===== config.mk =====
export PLATFORM = sky130hd
export DESIGN_NAME = alu_issue_ctrl
export DESIGN_NICKNAME = d
export VERILOG_FILES = /design/src/rtl/alu_issue_ctrl.sv
export SDC_FILE = /design/constraint.sdc
export NUM_CORES = 1
export LEC_CHECK = 0
export BUFFER_PORTS_ARGS = -buffer_cell sky130_fd_sc_hd__buf_2
export CORE_AREA = 2 2 102 55
export DETAILED_ROUTE_END_ITERATION = 16
export DIE_AREA = 0 0 104 57
export PLACE_DENSITY = 0.77
export SYNTH_ARGS = -nofsm -noshare
export SYNTH_HDL_FRONTEND = slang
export SYNTH_SLANG_ARGS = --single-unit

===== constraint.sdc =====
create_clock -name clk -period 1.65 [get_ports clk]
set_input_delay 0 -clock clk [delete_from_list [all_inputs] [get_ports clk]]
set_output_delay 0 -clock clk [all_outputs]
set_load 0.01 [all_outputs]

===== src/rtl/alu_issue_ctrl.sv =====
// alu_issue_ctrl: issues one valid/ready request at a time to a combinational 8-bit ALU and
// returns the result with zero/error flags and the request tag over a second valid/ready handshake.
// Optional feature macro ALU_ISSUE_FWD_EN: keeps the last returned result and substitutes it for
// operand 1 when req_fwd_a is set. Without the macro, req_fwd_a is accepted but ignored.
module alu_issue_ctrl #(
    parameter int TAG_W = 4,
    parameter int CNT_W = 16
) (
    input  logic             clk,
    input  logic             rst_n,
    input  logic             req_valid,
    output logic             req_ready,
    input  logic             req_s_or_c,
    input  logic             req_shift_dir,
    input  logic [3:0]       req_op,
    input  logic [7:0]       req_a,
    input  logic [7:0]       req_b,
    input  logic             req_fwd_a,
    input  logic [TAG_W-1:0] req_tag,
    output logic [7:0]       alu_in1,
    output logic [7:0]       alu_in2,
    output logic [4:0]       alu_operation,
    input  logic [7:0]       alu_out,
    output logic             rsp_valid,
    input  logic             rsp_ready,
    output logic [7:0]       rsp_data,
    output logic             rsp_zero,
    output logic             rsp_err,
    output logic [TAG_W-1:0] rsp_tag,
    output logic [CNT_W-1:0] op_count
);
    localparam logic [1:0] IDLE = 2'd0;
    localparam logic [1:0] EXEC = 2'd1;
    localparam logic [1:0] RESP = 2'd2;

    logic [1:0]       state;
    logic [1:0]       state_nxt;
    logic [TAG_W-1:0] tag_q;
    logic             accept;
    logic             handshake;
    logic             code_err;
    logic [4:0]       op_code;
    logic [7:0]       opnd1;
    logic [7:0]       result;

    assign accept    = req_valid && req_ready;
    assign handshake = rsp_valid && rsp_ready;
    assign rsp_valid = (state == RESP);
    assign op_code   = req_s_or_c ? {4'b1000, req_shift_dir} : {1'b0, req_op};
    assign code_err  = !alu_operation[4] && (alu_operation[3:0] > 4'd5);
    assign result    = code_err ? 8'hFF : alu_out;

`ifdef ALU_ISSUE_FWD_EN
    logic [7:0] last_result;

    assign opnd1 = req_fwd_a ? last_result : req_a;

    // Remember every result the consumer takes so the next request can chain on it
    always_ff @(posedge clk or negedge rst_n) begin
        if (!rst_n)
            last_result <= '0;
        else if (handshake)
            last_result <= rsp_data;
    end
`else
    logic unused_fwd;

    assign unused_fwd = req_fwd_a;
    assign opnd1      = req_a;
`endif

    // Accept -> one ALU evaluation cycle -> hold the response until it is taken
    always_comb
        state_nxt = (state == IDLE) ? (accept ? EXEC : IDLE) :
                    (state == EXEC) ? RESP :
                    (state == RESP && !handshake) ? RESP : IDLE;

    // State and ready; ready is registered so it stays low throughout reset and rises one edge later
    always_ff @(posedge clk or negedge rst_n) begin
        if (!rst_n) begin
            state     <= IDLE;
            req_ready <= 1'b0;
        end else begin
            state     <= state_nxt;
            req_ready <= (state_nxt == IDLE);
        end
    end

    // ALU operands and opcode change only on accept so the ALU sees a stable request
    always_ff @(posedge clk or negedge rst_n) begin
        if (!rst_n) begin
            alu_in1       <= '0;
            alu_in2       <= '0;
            alu_operation <= '0;
            tag_q         <= '0;
        end else if (accept) begin
            alu_in1       <= opnd1;
            alu_in2       <= req_b;
            alu_operation <= op_code;
            tag_q         <= req_tag;
        end
    end

    // Capture the ALU result in the evaluation cycle; held unchanged while backpressured
    always_ff @(posedge clk or negedge rst_n) begin
        if (!rst_n) begin
            rsp_data <= '0;
            rsp_zero <= 1'b0;
            rsp_err  <= 1'b0;
            rsp_tag  <= '0;
        end else if (state == EXEC) begin
            rsp_data <= result;
            rsp_zero <= (result == 8'h00);
            rsp_err  <= code_err;
            rsp_tag  <= tag_q;
        end
    end

    // Count completed response handshakes, wrapping naturally
    always_ff @(posedge clk or negedge rst_n) begin
        if (!rst_n)
            op_count <= '0;
        else if (handshake)
            op_count <= op_count + CNT_W'(1);
    end
endmodule


==> results.py <==
metrics = {
    "floorplan": {
        "die_area_sq_um": 5928,
        "row_count": 19,
        "floorplan.initialDensity_pct": 44.91,
        "die_h_um": 57,
        "coreArea_sq_um": 5135,
        "ios": 92,
        "die_w_um": 104,
    },
    "detailed_routing": {
        "route.detailed.drc": 0,
        "wl_per_cell_um": 13.88,
        "vias": 1831,
        "via_per_inst": 4.707,
        "drt-initial-drc-count": 56,
        "wl_um": 5399,
        "firstDrtPassIters": 4,
        "ant_nets": 0,
    },
    "setup_path": {
        "critPathArrivalTime_ns": 1.72,
        "crit_type": "register to register",
        "cp-end-kind": "register",
        "crit_path_start_kind": "register",
        "cp.required_ns": 1.90,
        "cp_slowest_stage_delay_ns": 0.40,
        "cp_max_fo": 4,
        "worstPathCellList": "ha_1, nand2_1, nor4_4, and3_1, xor2_1",
        "critical_path.slowest_cell": "dfrtp_1",
    },
    "clock_network": {
        "ctsResizeCount": 0,
        "cts_sinks": 58,
        "cts_buffers": 9,
        "cts_buffer_depth": 2,
        "clock-root-buffer": "clkbuf_8",
        "hold_buffers": 37,
        "clk_latency_ns": 0.32,
        "clk_pin_slew_ns": 0.06,
        "cts_tree": "done",
        "post_cts_buffers": 0,
        "htreeDepth": 3,
    },
    "sta": {
        "holdWs_ns": 0.04908,
        "fin_ws_ns": 0.1786,
        "setup_viol": 0,
        "slew_viol_final": 0,
        "max_freq_ghz": 0.6796,
        "period_share_pct": 89.18,
        "fin_crit_ns": 1.471,
        "relSlewSlack_pct": 62.52,
        "rsz0062_at_grt": "false",
        "finalHoldViolCount": 0,
        "finalClockSkew_ns": 0.003475,
        "tightest_slew_ns": 0.5584,
        "fin_setup_tns_ns": 0,
    },
    "yosys": {
        "synth-compound-area-share_pct": 5.100,
        "synthesis.area_sq_um": 2306,
        "synth_area_leaders": "dfrtp_1 63%, mux2_2 11%, nand2_1 3.7%, xor2_1 3.0%, o22a_1 2.7%",
        "synth.largest_area_cell": "dfrtp_1",
        "yosys.area_share.xor_xnor_pct": 5.697,
        "synth_mux_area_share_pct": 11.18,
        "synthFlopType": "dfrtp_1",
        "synth.ff_latch_count": 58,
        "async_reset_ff_share_pct": 100.0,
        "yosysWarnings": 0,
        "synth_top_area_share_pct": 62.94,
        "synth_simple_gate_area_share_pct": 13.56,
        "synth_fp_nets": 216,
        "synthAdderAreaFrac_pct": 0.5426,
        "synth_edf_count": 0,
        "synth_top_family_by_area": "simple AND/OR/NAND/NOR gates",
        "synth_cell_types": 26,
        "avgSynthCellArea_sq_um": 13.10,
        "postSynthCellCount": 176,
        "ys_seq_area_share_pct": 62.94,
    },
    "global_routing": {
        "grt_pass1_wl_um": 9225,
        "grt_pass1_vias": 1921,
        "grt_overflow": 0,
        "grt_max_degree": 37,
        "antenna_found_initial": 0,
        "gr-usage-all-layers_pct": 20.44,
    },
    "layout": {
        "drive_above_1_share_pct": 42.41,
        "mostFrequentLayoutCell": "buf_2",
        "nFillCells": 416,
        "fin_nets": 353,
        "ff_latch_area_sq_um": 1451,
        "multi_input_area_sq_um": 832.0,
        "layout.cells.non_filler": 389,
        "antenna_cells": 0,
        "layout_common_cells": "90 x buf_2, 58 x dfrtp_1, 37 x dlygate4sd3_1",
        "syn_to_final_growth_pct": 47.97,
        "stdcell_area_sq_um": 3412,
    },
    "place": {
        "placed_area_sq_um": 2884,
        "place.port_buffers": 90,
        "dp_hpwl_um": 3510,
        "place_worst_setup_slack_ns": 0.1868,
        "dpl.cell_count": 338,
        "gp_congestion": 0.7472,
    },
    "power_and_ir_drop": {
        "power.density_nw_per_um2": 1496,
        "leakagePower_uw": 0.001752,
        "vdd_ir_drop_max_mv": 0.8334,
    },
    "job": {
        "cap_violations": 0,
    },
    "hold_path": {
        "worstHoldPathType": "input pin to register",
    },
    "status": {
        "status": "finished clean",
    },
}
## cell families (layout without fill, tap and decap cells)
kind of cell               after synthesis  count (layout)
AOI/OAI and AO/OA                       17              17
xor gates and xnor gates                15              15
adders and majority gates                1               1
buffers and inverters                    6             146
DFF                                     58              58
muxes                                   23              23
and+or+nand+nor                         56              56
## where the power goes
group / switching (uW) / internal [uW] / leakage (uW)
logic: 866 / 900 / 0.000951
registers: 337 / 1940 / 0.000714
clock network: 502 / 557 / 0.0000875
## path summary, 6_finish.rpt
check | startpoint | to | slack (ns) | cells past startpoint
max reg2reg | op_count[0] | op_count[10] | 0.18 | 5
max | op_count[0] | op_count[10] | 0.18 | 5
min | req_op[0] | alu_operation[0] | 0.05 | 3
min in group asynchronous | rst_n | op_count[9] | 0.20 | 2
min reg2reg | tag_q[0] | rsp_tag[0] | 0.47 | 2
max in group asynchronous | rst_n | alu_operation[0] | 0.87 | 3
## layout make-up
type,instances,share of cell area (%)
inverter,1,0.1100
tap,73,2.677
clock inverter,4,0.5867
sequential,58,42.54
timing repair buffer,131,25.67
clock buffer,10,4.034
multi-input combinational,112,24.39
## cell usage after synthesis (2+ instances only)
cell,instances
and3_1,5
clkbuf_1,5
dfrtp_1,58
mux2_2,22
nand2_1,23
nand2b_1,4
nand3_1,6
nand4_1,2
nor2_1,7
nor2b_1,2
nor3_1,2
nor4_4,2
o21ai_0,6
o22a_1,7
xnor2_1,7
xor2_1,8
## worst max-delay path, delay by kind of cell (launching register included)
family,cells,cell delay (ns)
and+or+nand+nor,3,0.67
xor gates and xnor gates,1,0.13
DFF,1,0.40
adders and majority gates,1,0.19
## layer usage
| layer | global-route usage, % | share of wire [%] |
|---|---|---|
| met5 | 0 | 0 |
| met1 | 25.81 | 46 |
| met4 | 4.247 | 1.0 |
| met2 | 32.14 | 46 |
| met3 | 10.63 | 7.4 |
## state kept, by name, indices dropped and copies added, names as in the netlist
register and flops:
req_ready 1, tag_q 4, rsp_err 1, rsp_zero 1, rsp_tag 4, alu_operation 5
alu_in2 8, op_count 16, rsp_data 8, state 2, alu_in1 8
## per-stage QoR
stage	utilization [%]	total power, uW
floorplan	-	3217
global placement	56.16	3923
detailed placement	56.16	3999
CTS	66.45	5154
global route	66.45	5478
finish	66.45	5105
Power figures use the tool's default switching activity.
